===== src/rtl/sweep_counter_ctrl_pkg.sv =====
// Shared constants and state encoding for the ping-pong sweep controller.
package sweep_counter_ctrl_pkg;

    localparam int unsigned DEFAULT_WIDTH   = 8;
    localparam int unsigned DEFAULT_DWELL_W = 4;
    localparam int unsigned DEFAULT_SWEEP_W = 8;

    localparam logic DIR_UP   = 1'b1;
    localparam logic DIR_DOWN = 1'b0;

    localparam logic [2:0] STATE_IDLE     = 3'd0;
    localparam logic [2:0] STATE_UP       = 3'd1;
    localparam logic [2:0] STATE_DWELL_HI = 3'd2;
    localparam logic [2:0] STATE_DOWN     = 3'd3;
    localparam logic [2:0] STATE_DWELL_LO = 3'd4;
    localparam logic [2:0] STATE_DONE     = 3'd5;

    typedef enum logic [2:0] {
        StIdle    = STATE_IDLE,
        StUp      = STATE_UP,
        StDwellHi = STATE_DWELL_HI,
        StDown    = STATE_DOWN,
        StDwellLo = STATE_DWELL_LO,
        StDone    = STATE_DONE
    } state_t;

endpackage


===== src/rtl/updown_counter_core.sv =====
// Loadable up/down counter datapath; load takes priority over count enable.
module updown_counter_core #(
    parameter int unsigned WIDTH = 8
) (
    input  logic             clk,
    input  logic             reset_n,
    input  logic             en,
    input  logic             load,
    input  logic [WIDTH-1:0] load_val,
    input  logic             up_down,
    output logic [WIDTH-1:0] count
);

    always_ff @(posedge clk or negedge reset_n) begin
        if (!reset_n) begin
            count <= '0;
        end else if (load) begin
            count <= load_val;
        end else if (en) begin
            count <= up_down ? count + 1'b1 : count - 1'b1;
        end
    end

endmodule


===== src/rtl/sweep_counter_ctrl.sv =====
// Sequencer driving the up/down counter as a lo->hi->lo sweep, repeated n_sweeps
// times with optional dwell at each endpoint.
module sweep_counter_ctrl
    import sweep_counter_ctrl_pkg::*;
#(
    parameter int unsigned WIDTH   = DEFAULT_WIDTH,
    parameter int unsigned DWELL_W = DEFAULT_DWELL_W,
    parameter int unsigned SWEEP_W = DEFAULT_SWEEP_W
) (
    input  logic               clk,
    input  logic               reset_n,
    input  logic               start,
    input  logic               abort,
    input  logic [WIDTH-1:0]   lo,
    input  logic [WIDTH-1:0]   hi,
    input  logic [DWELL_W-1:0] dwell,
    input  logic [SWEEP_W-1:0] n_sweeps,
    output logic [WIDTH-1:0]   count,
    output logic               dir_up,
    output logic               busy,
    output logic               at_edge,
    output logic               done,
    output logic               err,
    output logic [SWEEP_W-1:0] sweeps_done
);

    state_t             state_q;
    logic [WIDTH-1:0]   lo_q;
    logic [WIDTH-1:0]   hi_q;
    logic [DWELL_W-1:0] dwell_q;
    logic [DWELL_W-1:0] dwell_cnt_q;
    logic [SWEEP_W-1:0] n_q;
    logic [SWEEP_W-1:0] sweeps_q;
    logic               dir_up_q;
    logic               busy_q;
    logic               done_q;
    logic               err_q;

    logic               idle_like;
    logic               start_ok;
    logic               start_take;
    logic               cnt_en;
    logic [WIDTH-1:0]   count_inc;
    logic [WIDTH-1:0]   count_dec;
    logic [SWEEP_W-1:0] sweeps_inc;

    assign idle_like  = (state_q == StIdle) || (state_q == StDone);
    assign start_ok   = (lo < hi) && (n_sweeps != '0);
    // Abort always wins over start, even when idle.
    assign start_take = idle_like && start && !abort;
    assign cnt_en     = ((state_q == StUp) || (state_q == StDown)) && !abort;
    assign count_inc  = count + 1'b1;
    assign count_dec  = count - 1'b1;
    assign sweeps_inc = sweeps_q + 1'b1;

    updown_counter_core #(
        .WIDTH(WIDTH)
    ) u_core (
        .clk     (clk),
        .reset_n (reset_n),
        .en      (cnt_en),
        .load    (start_take && start_ok),
        .load_val(lo),
        .up_down (dir_up_q),
        .count   (count)
    );

    always_ff @(posedge clk or negedge reset_n) begin
        if (!reset_n) begin
            state_q     <= StIdle;
            lo_q        <= '0;
            hi_q        <= '0;
            dwell_q     <= '0;
            dwell_cnt_q <= '0;
            n_q         <= '0;
            sweeps_q    <= '0;
            dir_up_q    <= DIR_UP;
            busy_q      <= 1'b0;
            done_q      <= 1'b0;
            err_q       <= 1'b0;
        end else begin
            done_q <= 1'b0;
            err_q  <= 1'b0;
            if (abort && busy_q) begin
                state_q <= StIdle;
                busy_q  <= 1'b0;
            end else begin
                unique case (state_q)
                    StIdle, StDone: begin
                        if (start_take) begin
                            if (start_ok) begin
                                lo_q     <= lo;
                                hi_q     <= hi;
                                dwell_q  <= dwell;
                                n_q      <= n_sweeps;
                                sweeps_q <= '0;
                                dir_up_q <= DIR_UP;
                                busy_q   <= 1'b1;
                                state_q  <= StUp;
                            end else begin
                                err_q <= 1'b1;
                            end
                        end
                    end
                    StUp: begin
                        if (count_inc == hi_q) begin
                            if (dwell_q != '0) begin
                                dwell_cnt_q <= dwell_q;
                                state_q     <= StDwellHi;
                            end else begin
                                dir_up_q <= DIR_DOWN;
                                state_q  <= StDown;
                            end
                        end
                    end
                    StDwellHi: begin
                        if (dwell_cnt_q == DWELL_W'(1)) begin
                            dir_up_q <= DIR_DOWN;
                            state_q  <= StDown;
                        end else begin
                            dwell_cnt_q <= dwell_cnt_q - 1'b1;
                        end
                    end
                    StDown: begin
                        if (count_dec == lo_q) begin
                            sweeps_q <= sweeps_inc;
                            if (sweeps_inc == n_q) begin
                                busy_q  <= 1'b0;
                                done_q  <= 1'b1;
                                state_q <= StDone;
                            end else begin
                                dir_up_q <= DIR_UP;
                                if (dwell_q != '0) begin
                                    dwell_cnt_q <= dwell_q;
                                    state_q     <= StDwellLo;
                                end else begin
                                    state_q <= StUp;
                                end
                            end
                        end
                    end
                    StDwellLo: begin
                        if (dwell_cnt_q == DWELL_W'(1)) begin
                            state_q <= StUp;
                        end else begin
                            dwell_cnt_q <= dwell_cnt_q - 1'b1;
                        end
                    end
                    default: state_q <= StIdle;
                endcase
            end
        end
    end

    assign dir_up      = dir_up_q;
    assign busy        = busy_q;
    assign done        = done_q;
    assign err         = err_q;
    assign sweeps_done = sweeps_q;
    assign at_edge     = busy_q && ((count == hi_q) || (count == lo_q));

endmodule


===== config.mk =====
export PLATFORM = sky130hd
export DESIGN_NAME = sweep_counter_ctrl
export DESIGN_NICKNAME = d
export VERILOG_FILES = /design/src/rtl/sweep_counter_ctrl_pkg.sv /design/src/rtl/updown_counter_core.sv /design/src/rtl/sweep_counter_ctrl.sv
export SDC_FILE = /design/constraint.sdc
export NUM_CORES = 1
export LEC_CHECK = 0
export ABC_AREA = 1
export ABC_CLOCK_PERIOD_IN_PS = 3340
export BUFFER_PORTS_ARGS = -buffer_cell sky130_fd_sc_hd__buf_4
export CAP_MARGIN = 20
export CORE_ASPECT_RATIO = 1.5
export CORE_MARGIN = 2
export CORE_UTILIZATION = 55
export DETAILED_ROUTE_END_ITERATION = 8
export GPL_TIMING_DRIVEN = 1
export PLACE_DENSITY = 0.83
export RECOVER_POWER = 50
export SLEW_MARGIN = 0
export SYNTH_ARGS = -nofsm -noshare
export SYNTH_HDL_FRONTEND = slang
export SYNTH_SLANG_ARGS = --single-unit
export TNS_END_PERCENT = 10

===== constraint.sdc =====
create_clock -name clk -period 3.34 [get_ports clk]
set_clock_uncertainty 0.05 [all_clocks]
set_input_delay 0.167 -clock clk [delete_from_list [all_inputs] [get_ports clk]]
set_output_delay 0.167 -clock clk [all_outputs]
set_load 0.02 [all_outputs]

==> results.sh, run 1 <==
export IMPL_cts_tree="yes"
export IMPL_synth_area_leaders="dfrtp_1 33%, nand2_1 19%, inv_1 7.6%"
export IMPL_syn_area_um2=4070
export IMPL_synth_seq_cells=55
export IMPL_ioPinCount=53
export IMPL_worstPathArrival_ns=2.21
export IMPL_post_route_period_util_pct=72.7
export IMPL_whs_ns=0.00466
export IMPL_nets=690
export IMPL_synthArstFlopShare_pct=100
export IMPL_use_met1_pct=30.7
export IMPL_yosysTopAreaCellShare_pct=33.2
export IMPL_grt_max_degree=56
export IMPL_clockBufferDepth=2
export IMPL_relSlewSlack_pct=7.38
export IMPL_reg2reg_to="dwell_cnt_q[1]"
export IMPL_routabilityCongestion=0.984
export IMPL_syn_to_final_growth_pct=13.5
export IMPL_r2r_slack_ns=1.05
export IMPL_yosysTopAreaCell="dfrtp_1"
export IMPL_std_cell_rows=38
export IMPL_cts_root_buf="clkbuf_8"
export IMPL_layout_common_cells="201 x nand2_1, 83 x inv_1, 54 x dfrtp_1"
export IMPL_post_dp_cell_area_um2=4480
export IMPL_antenna_found_initial=0
export IMPL_synth_main_ff_cell="dfrtp_1"
export IMPL_fin_crit_ns=2.43
export IMPL_crit_chain="xnor2_1, nand2_1, a2111oi_0, nand2_1, a21oi_1, buf_4"
export IMPL_drc=0
export IMPL_crit_top_cell="nand2_1"
export IMPL_firstDrtPassIters=5
export IMPL_hp_class="input port to flip-flop"
export IMPL_synth_nets=640
export IMPL_pre_cts_slack_ns=1.06
export IMPL_endpoint_kind="output pin"
export IMPL_post_drt_wl_per_cell_um=13.3
export IMPL_fin_ws_ns=0.912
export IMPL_finish_instance_area_um2=4620
export IMPL_drive_above_1_share_pct=15.1
export IMPL_r2r_cells=16
export IMPL_max_stage_delay_ns=0.51
export IMPL_design_die_area_um2=8120
export IMPL_ant_nets=0
export IMPL_synth_top_family_by_area="simple AND/OR/NAND/NOR gates"
export IMPL_ys_warn_count=0
export IMPL_die_width_um=74.3
export IMPL_synth_xor_area_share_pct=2.58
export IMPL_core_area_um2=7230
export IMPL_synthMuxAreaShare_pct=0
export IMPL_via_count=3986
export IMPL_clkTransAtPathRegs_ns=0.10
export IMPL_status="complete, no violations"
export IMPL_drt_initial_drc_count=290
export IMPL_cp_max_fo=9
export IMPL_ir_drop_uv=430
export IMPL_h_tree_depth=2
export IMPL_synthAdderAreaFrac_pct=3.69
export IMPL_fin_util_pct=64.0
export IMPL_use_met3_pct=3.85
export IMPL_total_power_mw=4.06
export IMPL_portBuffers=52
export IMPL_tns_ns=0
export IMPL_maxCapViolCount=0
export IMPL_stdcell_count=747
export IMPL_min_from="n_sweeps[4]"
export IMPL_synth_edf_count=0
export IMPL_synth_distinct_cells=43
export IMPL_slowest_stage="dfrtp_1"
export IMPL_synth_cells=596
export IMPL_rsz0062_at_grt="false"
export IMPL_rr_startpoint="u_core.count[0]"
export IMPL_slew_violations=0
export IMPL_diodes=0
export IMPL_vias_per_cell=5.34
export IMPL_nFillCells=664
export IMPL_routed_wl_um=9920
export IMPL_grtUsageTotal_pct=26.2
export IMPL_grt_pass1_wl_um=16700
export IMPL_powerDensity_nw_per_um2=878
export IMPL_use_met2_pct=46.4
export IMPL_clock_latency_ns=0.33
export IMPL_avgSynthCellArea_um2=6.83
export IMPL_leakage_nw=2.40
export IMPL_dp_cells=733
export IMPL_dpl_hpwl_um=7600
export IMPL_yosysSeqAreaShare_pct=33.8
export IMPL_worstHoldEndpoint="n_q[4]"
export IMPL_min_path_cells=3
export IMPL_clock_sinks=55
export IMPL_required_ns=3.12
export IMPL_path_class="flip-flop to output pin"
export IMPL_final_common_cell="nand2_1"
export IMPL_overflow=0
export IMPL_numCtsBuffers=5
export IMPL_die_h_um=109
export IMPL_start_util_pct=56.4
export IMPL_busiest_layer="met2"
export IMPL_grt_pass1_vias=3823
export IMPL_start_kind="flip-flop"
export IMPL_fmax_ghz=0.412
export IMPL_tightest_slew_ns=1.39
export IMPL_setup_violations=0
export IMPL_synthSimpleGateAreaFrac_pct=36.7
export IMPL_final_hold_violation_count=0
export IMPL_synth_compound_area_share_pct=11.5
## where the power goes
part / internal (mW) / switching (mW) / leakage (nW)
clock: 0.243 / 0.226 / 0.0612
sequential: 0.950 / 0.354 / 0.688
combinational: 0.833 / 1.45 / 1.65
## Yosys cell counts (6+ instances only)
cell type	number
a21oi_1	10
nand2_2	9
nand2_1	201
nor2_1	49
o21ai_0	25
xor2_1	8
ha_1	12
nand4_1	11
inv_1	83
inv_2	8
o21ai_1	26
buf_2	7
o21ai_2	6
dfrtp_1	54
nand3_1	31
## critical path, delay by kind of cell (launching register included)
family / cells / cell delay (ns)
DFF: 1 / 0.51
AOI/OAI and AO/OA: 2 / 0.62
xor gates and xnor gates: 1 / 0.35
and+or+nand+nor: 2 / 0.24
buffers and inverters: 1 / 0.17
## routing by layer
metal / vias to the layer above / routed length (um)
met5: - / 0
li1: 1969 / -
met1: 1853 / 3850
met3: 35 / 416
met4: 0 / 337
met2: 129 / 5320
## how the worst max path moves through the flow
stage | from | to | slack [ns]
after detailed placement | u_core.count[0] | dwell_cnt_q[1] | 1.06
after global routing | u_core.count[0] | dwell_cnt_q[1] | 0.74
after global placement | u_core.count[0] | dwell_cnt_q[2] | 1.19
after floorplan | u_core.count[0] | dwell_cnt_q[2] | 1.17
final | u_core.count[5] | at_edge | 0.91
after CTS | u_core.count[5] | at_edge | 0.96
## timing repair
action	in CTS	in global routing
buffers inserted	0	0
resized for setup	0	0
hold buffers	4	2
hold endpoints to repair	57	2
## logic make-up after synthesis
logic type      count (synthesis)
buf+inv                       110
flops                          55
compound gates                 80
xor+xnor                       12
simple gates                  327
fa+ha+maj                      12
## flip-flops by register name, indices dropped and copies added, names as in the netlist
name	count
dir_up	1
n_q	8
u_core.count	8
err	1
dwell_cnt_q	4
busy	1
state_q	3
done	1
dwell_q	4
hi_q	8
sweeps_done	8
lo_q	8
## cell type report
| cell class | instances | area [um2] | share of cell area, % |
|---|---|---|---|
| inverters | 94 | 363 | 7.85 |
| repair buffers | 59 | 418 | 9.04 |
| well taps | 100 | 125 | 2.71 |
| clock buffers | 6 | 82.6 | 1.79 |
| multi-input cells | 431 | 2220 | 48.1 |
| clock inverters | 2 | 35.0 | 0.758 |
| flip-flops and latches | 55 | 1380 | 29.8 |
(Power assumes the default switching activity.)
==> inputs of run 2 (changes only) <==
ABC_CLOCK_PERIOD_IN_PS = 2200   (was 3340)
CORE_UTILIZATION = 53   (was 55)
PLACE_DENSITY = 0.84   (was 0.83)
clock period = 2.2 ns   (was 3.34 ns; I/O delays follow)
==> run 2 against run 1 <==
Net effect: die area increased by 3.6%; global-route usage grew 0.74 points; sequential share of layout area shrank 1.4 points; utilization grew 0.85 points; critical endpoint unchanged; largest cell class unchanged; largest power group unchanged.
==> results.sh, run 2 (same netlist as run 1, synthesis figures left out) <==
export IMPL_setup_violations=0
export IMPL_status="complete, no violations"
export IMPL_hp_class="input port to flip-flop"
export IMPL_drt_initial_drc_count=387
export IMPL_numCtsBuffers=5
export IMPL_post_route_period_util_pct=94.5
export IMPL_required_ns=2.04
export IMPL_syn_to_final_growth_pct=19.6
export IMPL_std_cell_rows=39
export IMPL_rr_startpoint="u_core.count[1]"
export IMPL_ir_drop_uv=726
export IMPL_endpoint_kind="output pin"
export IMPL_drive_above_1_share_pct=18.2
export IMPL_power_frac_comb_pct=57.9
export IMPL_antenna_found_initial=0
export IMPL_start_util_pct=54.2
export IMPL_die_width_um=75.6
export IMPL_r2r_slack_ns=0.13
export IMPL_core_area_um2=7510
export IMPL_vias_per_cell=5.31
export IMPL_internal_power_mw=3.31
export IMPL_reg2reg_to="dwell_cnt_q[2]"
export IMPL_firstDrtPassIters=5
export IMPL_slowest_stage="dfrtp_2"
export IMPL_fin_crit_ns=2.08
export IMPL_grt_pass1_wl_um=17700
export IMPL_routabilityCongestion=0.924
export IMPL_r2r_cells=16
export IMPL_maxCapViolCount=0
export IMPL_grt_max_degree=56
export IMPL_slew_violations=0
export IMPL_p_clk_share_pct=12.8
export IMPL_final_common_cell="nand2_1"
export IMPL_tightest_slew_ns=1.39
export IMPL_cts_tree="yes"
export IMPL_drc=0
export IMPL_h_tree_depth=2
export IMPL_grtUsageTotal_pct=26.9
export IMPL_ioPinCount=53
export IMPL_cts_root_buf="clkbuf_16"
export IMPL_post_drt_wl_per_cell_um=13.8
export IMPL_grt_pass1_vias=4003
export IMPL_design_die_area_um2=8420
export IMPL_clockBufferDepth=2
export IMPL_max_stage_delay_ns=0.48
export IMPL_overflow=0
export IMPL_seq_power_share_pct=29.3
export IMPL_dpl_hpwl_um=7780
export IMPL_die_h_um=111
export IMPL_clkTransAtPathRegs_ns=0.07
export IMPL_min_from="lo[7]"
export IMPL_dp_cells=744
export IMPL_clock_latency_ns=0.30
export IMPL_clock_sinks=55
export IMPL_nets=709
export IMPL_crit_top_cell="nand2_1"
export IMPL_ant_nets=0
export IMPL_routed_wl_um=10600
export IMPL_final_hold_violation_count=0
export IMPL_switching_share_pct=49.2
export IMPL_fin_util_pct=64.8
export IMPL_powerDensity_nw_per_um2=1340
export IMPL_worstPathArrival_ns=1.92
export IMPL_stdcell_count=768
export IMPL_p_sw_mw=3.21
export IMPL_fmax_ghz=0.481
export IMPL_layout_common_cells="200 x nand2_1, 83 x inv_1, 53 x buf_4"
export IMPL_rsz0062_at_grt="true"
export IMPL_leakage_nw=2.51
export IMPL_start_kind="flip-flop"
export IMPL_crit_chain="inv_1, nand2_1, nand2_1, nand2_1, a2111oi_2, nand2_1, a21oi_1, buf_4"
export IMPL_via_count=4081
export IMPL_diodes=0
export IMPL_worstHoldEndpoint="lo_q[7]"
export IMPL_portBuffers=52
export IMPL_min_path_cells=3
export IMPL_cp_max_fo=10
export IMPL_relSlewSlack_pct=7.47
export IMPL_path_class="flip-flop to output pin"
[run 2: layout make-up]
class,instances,area [um2]
Clock buffer,7,143
Tap cell,102,128
Multi-Input combinational cell,431,2260
Fill cell,670,2650
Clock inverter,1,8.76
Inverter,94,363
Sequential cell,55,1380
Timing Repair Buffer,78,588
[run 2: worst max path at each step]
stage               slack (ns)            start  depth (start not counted)        endpoint
finish                    0.12  u_core.count[4]                          8         at_edge
global route             -0.04  u_core.count[1]                         16  dwell_cnt_q[0]
CTS                       0.08  u_core.count[5]                          6         at_edge
detailed placement        0.14  u_core.count[1]                         16  dwell_cnt_q[3]
global placement          0.23  u_core.count[5]                          6         at_edge
floorplan                 0.03  u_core.count[0]                         16  dwell_cnt_q[2]
[run 2: metrics by stage]
step | setup WS, ns | area (um2) | TNS (ns) | hold WS, ns | total power, mW
floorplan | 0.0316 | 4070 | 0 | -0.236 | 4.60
global placement | 0.226 | 4550 | 0 | 0.160 | 5.37
detailed placement | 0.142 | 4550 | 0 | 0.166 | 5.53
CTS | 0.0830 | 4860 | 0 | 0.00296 | 6.44
global route | -0.0402 | 4870 | -0.132 | 0.0183 | 7.09
finish | 0.121 | 4870 | 0 | 0.00515 | 6.52
[run 2: power groups by stage]
stage	combinational (mW)	sequential (mW)	clock, mW
after floorplan	2.73	1.88	0
after global placement	3.50	1.87	0
after detailed placement	3.64	1.89	0
after CTS	3.71	1.89	0.846
after global routing	4.24	1.97	0.875
final	3.78	1.91	0.834
[run 2: worst max-delay path, delay by kind of cell (launching register included)]
| family | cells | cell delay, ns |
|---|---|---|
| buffers and inverters | 2 | 0.33 |
| AND/OR/NAND/NOR | 4 | 0.36 |
| AO/OA/AOI/OAI | 2 | 0.45 |
| flip-flops | 1 | 0.48 |
[run 2: repair_timing]
item                                   4_1_cts  5_1_grt
gates resized for setup                      3       12
hold buffers                                14        0
endpoints found under the hold margin       67        0
buffers inserted                             0        2
setup endpoints to repair                    1       16
pin swaps                                    0        1
[run 2: per-layer routing]
layer	track usage [%]	up-vias	share of wire [%]
li1	-	2013	-
met3	3.53	43	3.5
met2	47.3	117	54
met1	30.8	1908	38
met5	0	-	0
met4	13.3	0	4.2
==> inputs of run 3 (changes only) <==
CORE_UTILIZATION = 50   (was 53)
PLACE_DENSITY = 0.8   (was 0.84)
==> run 3 against run 2 <==
Net effect: via count fell by 1.0%; critical endpoint is now state_q[2]; clock power grew 24%; utilization fell by 2.7 points; largest power group unchanged.
==> results.sh, run 3 (same netlist as run 1, synthesis figures left out) <==
export IMPL_final_hold_violation_count=0
export IMPL_diodes=0
export IMPL_min_path_cells=3
export IMPL_die_width_um=77.7
export IMPL_drt_initial_drc_count=267
export IMPL_fin_crit_ns=2.10
export IMPL_whs_ns=0.0112
export IMPL_ant_nets=0
export IMPL_crit_start="lo[7]"
export IMPL_total_power_mw=6.75
export IMPL_routed_wl_um=10500
export IMPL_path_class="input port to flip-flop"
export IMPL_use_met2_pct=46.2
export IMPL_portBuffers=52
export IMPL_grtUsageTotal_pct=25.0
export IMPL_reg2reg_to="dwell_cnt_q[1]"
export IMPL_r2r_slack_ns=0.13
export IMPL_grt_max_degree=56
export IMPL_use_met1_pct=28.3
export IMPL_vias_per_cell=5.23
export IMPL_die_h_um=115
export IMPL_worstPathArrival_ns=2.23
export IMPL_powerDensity_nw_per_um2=1370
export IMPL_worstHoldEndpoint="lo_q[5]"
export IMPL_rr_startpoint="u_core.count[0]"
export IMPL_post_drt_wl_per_cell_um=13.6
export IMPL_grt_pass1_vias=4047
export IMPL_nets=711
export IMPL_slowest_stage="dlygate4sd3_1"
export IMPL_ir_drop_uv=706
export IMPL_via_count=4039
export IMPL_min_from="lo[5]"
export IMPL_core_area_um2=7960
export IMPL_h_tree_depth=2
export IMPL_busiest_layer="met2"
export IMPL_slew_violations=0
export IMPL_design_die_area_um2=8900
export IMPL_overflow=0
export IMPL_clock_latency_ns=0.30
export IMPL_cp_max_fo=12
export IMPL_antenna_found_initial=0
export IMPL_layout_common_cells="201 x nand2_1, 83 x inv_1, 53 x buf_4"
export IMPL_fmax_ghz=0.477
export IMPL_start_kind="input port"
export IMPL_std_cell_rows=40
export IMPL_endpoint_kind="flip-flop"
export IMPL_relSlewSlack_pct=6.60
export IMPL_rsz0062_at_grt="true"
export IMPL_post_route_period_util_pct=95.3
export IMPL_required_ns=2.33
export IMPL_cts_root_buf="clkbuf_16"
export IMPL_grt_pass1_wl_um=17900
export IMPL_drive_above_1_share_pct=17.8
export IMPL_dpl_hpwl_um=7770
export IMPL_status="complete, no violations"
export IMPL_drc=0
export IMPL_clock_sinks=55
export IMPL_routabilityCongestion=0.907
export IMPL_clockBufferDepth=2
export IMPL_use_met3_pct=2.84
export IMPL_max_stage_delay_ns=0.53
export IMPL_r2r_cells=13
export IMPL_setup_violations=0
export IMPL_ioPinCount=53
export IMPL_start_util_pct=51.2
export IMPL_leakage_nw=2.53
export IMPL_firstDrtPassIters=5
export IMPL_final_common_cell="nand2_1"
export IMPL_tightest_slew_ns=1.40
export IMPL_crit_chain="dlygate4sd3_1, buf_4, ha_1, a21oi_1, o21a_1, nand4_4, buf_4, nand2_4, nand4_4, nand2_1, o21ai_1"
export IMPL_clkTransAtPathRegs_ns=0.07
export IMPL_maxCapViolCount=0
export IMPL_syn_to_final_growth_pct=21.4
export IMPL_hp_class="input port to flip-flop"
export IMPL_cts_tree="yes"
export IMPL_numCtsBuffers=5
## run 3: metrics by stage
stage	setup TNS, ns	util [%]	instances	instance area [um2]	worst slack [ns]
final	0	62.1	773	4940	0.104
after global routing	-0.00162	62.1	773	4940	-0.000883
after CTS	0	61.9	771	4930	0.00740
after detailed placement	0	57.5	748	4580	0.0725
after global placement	0	57.5	748	4580	0.149
after floorplan	0	-	596	4070	0.0316
## run 3: power breakdown
group,internal [mW],leakage [nW],switching [mW]
Combinational,1.44,1.75,2.38
Clock,0.654,0.0911,0.374
Sequential,1.45,0.685,0.461
Total,3.54,2.53,3.21
## run 3: layout make-up
cell class	count	area, um2
Inverter	94	365
Clock buffer	6	129
Sequential cell	55	1380
Timing Repair Buffer	80	611
Multi-Input combinational cell	431	2260
Tap cell	105	131
Clock inverter	2	60.1
Fill cell	704	3020
## run 3: how the worst max path moves through the flow
stage | endpoint | slack (ns) | cells past startpoint
after floorplan | dwell_cnt_q[2] | 0.03 | 16
after global placement | dwell_cnt_q[2] | 0.15 | 16
after detailed placement | dwell_cnt_q[1] | 0.07 | 16
after CTS | u_core.count[5] | 0.007 | 11
after global routing | u_core.count[5] | -0.0009 | 11
final | state_q[2] | 0.10 | 11
## run 3: metal layers
layer	vias to the layer above	wire (um)
met4	0	348
met1	1873	4130
li1	2013	-
met2	125	5680
met3	28	378
met5	-	0
## run 3: worst max-delay path, delay by kind of cell
family          cells  cell delay (ns)
simple gates        4             0.48
compound gates      3             0.44
buf+inv             3             0.90
fa+ha+maj           1             0.29
## run 3: timing repair
| action | 4_1_cts | 5_1_grt |
|---|---|---|
| pin swaps | 0 | 0 |
| cloned | 0 | 0 |
| hold endpoints to repair | 68 | 0 |
| setup endpoints to repair | 1 | 30 |
| buffers inserted | 0 | 2 |
| hold buffers | 15 | 0 |
| gates resized for setup | 2 | 12 |
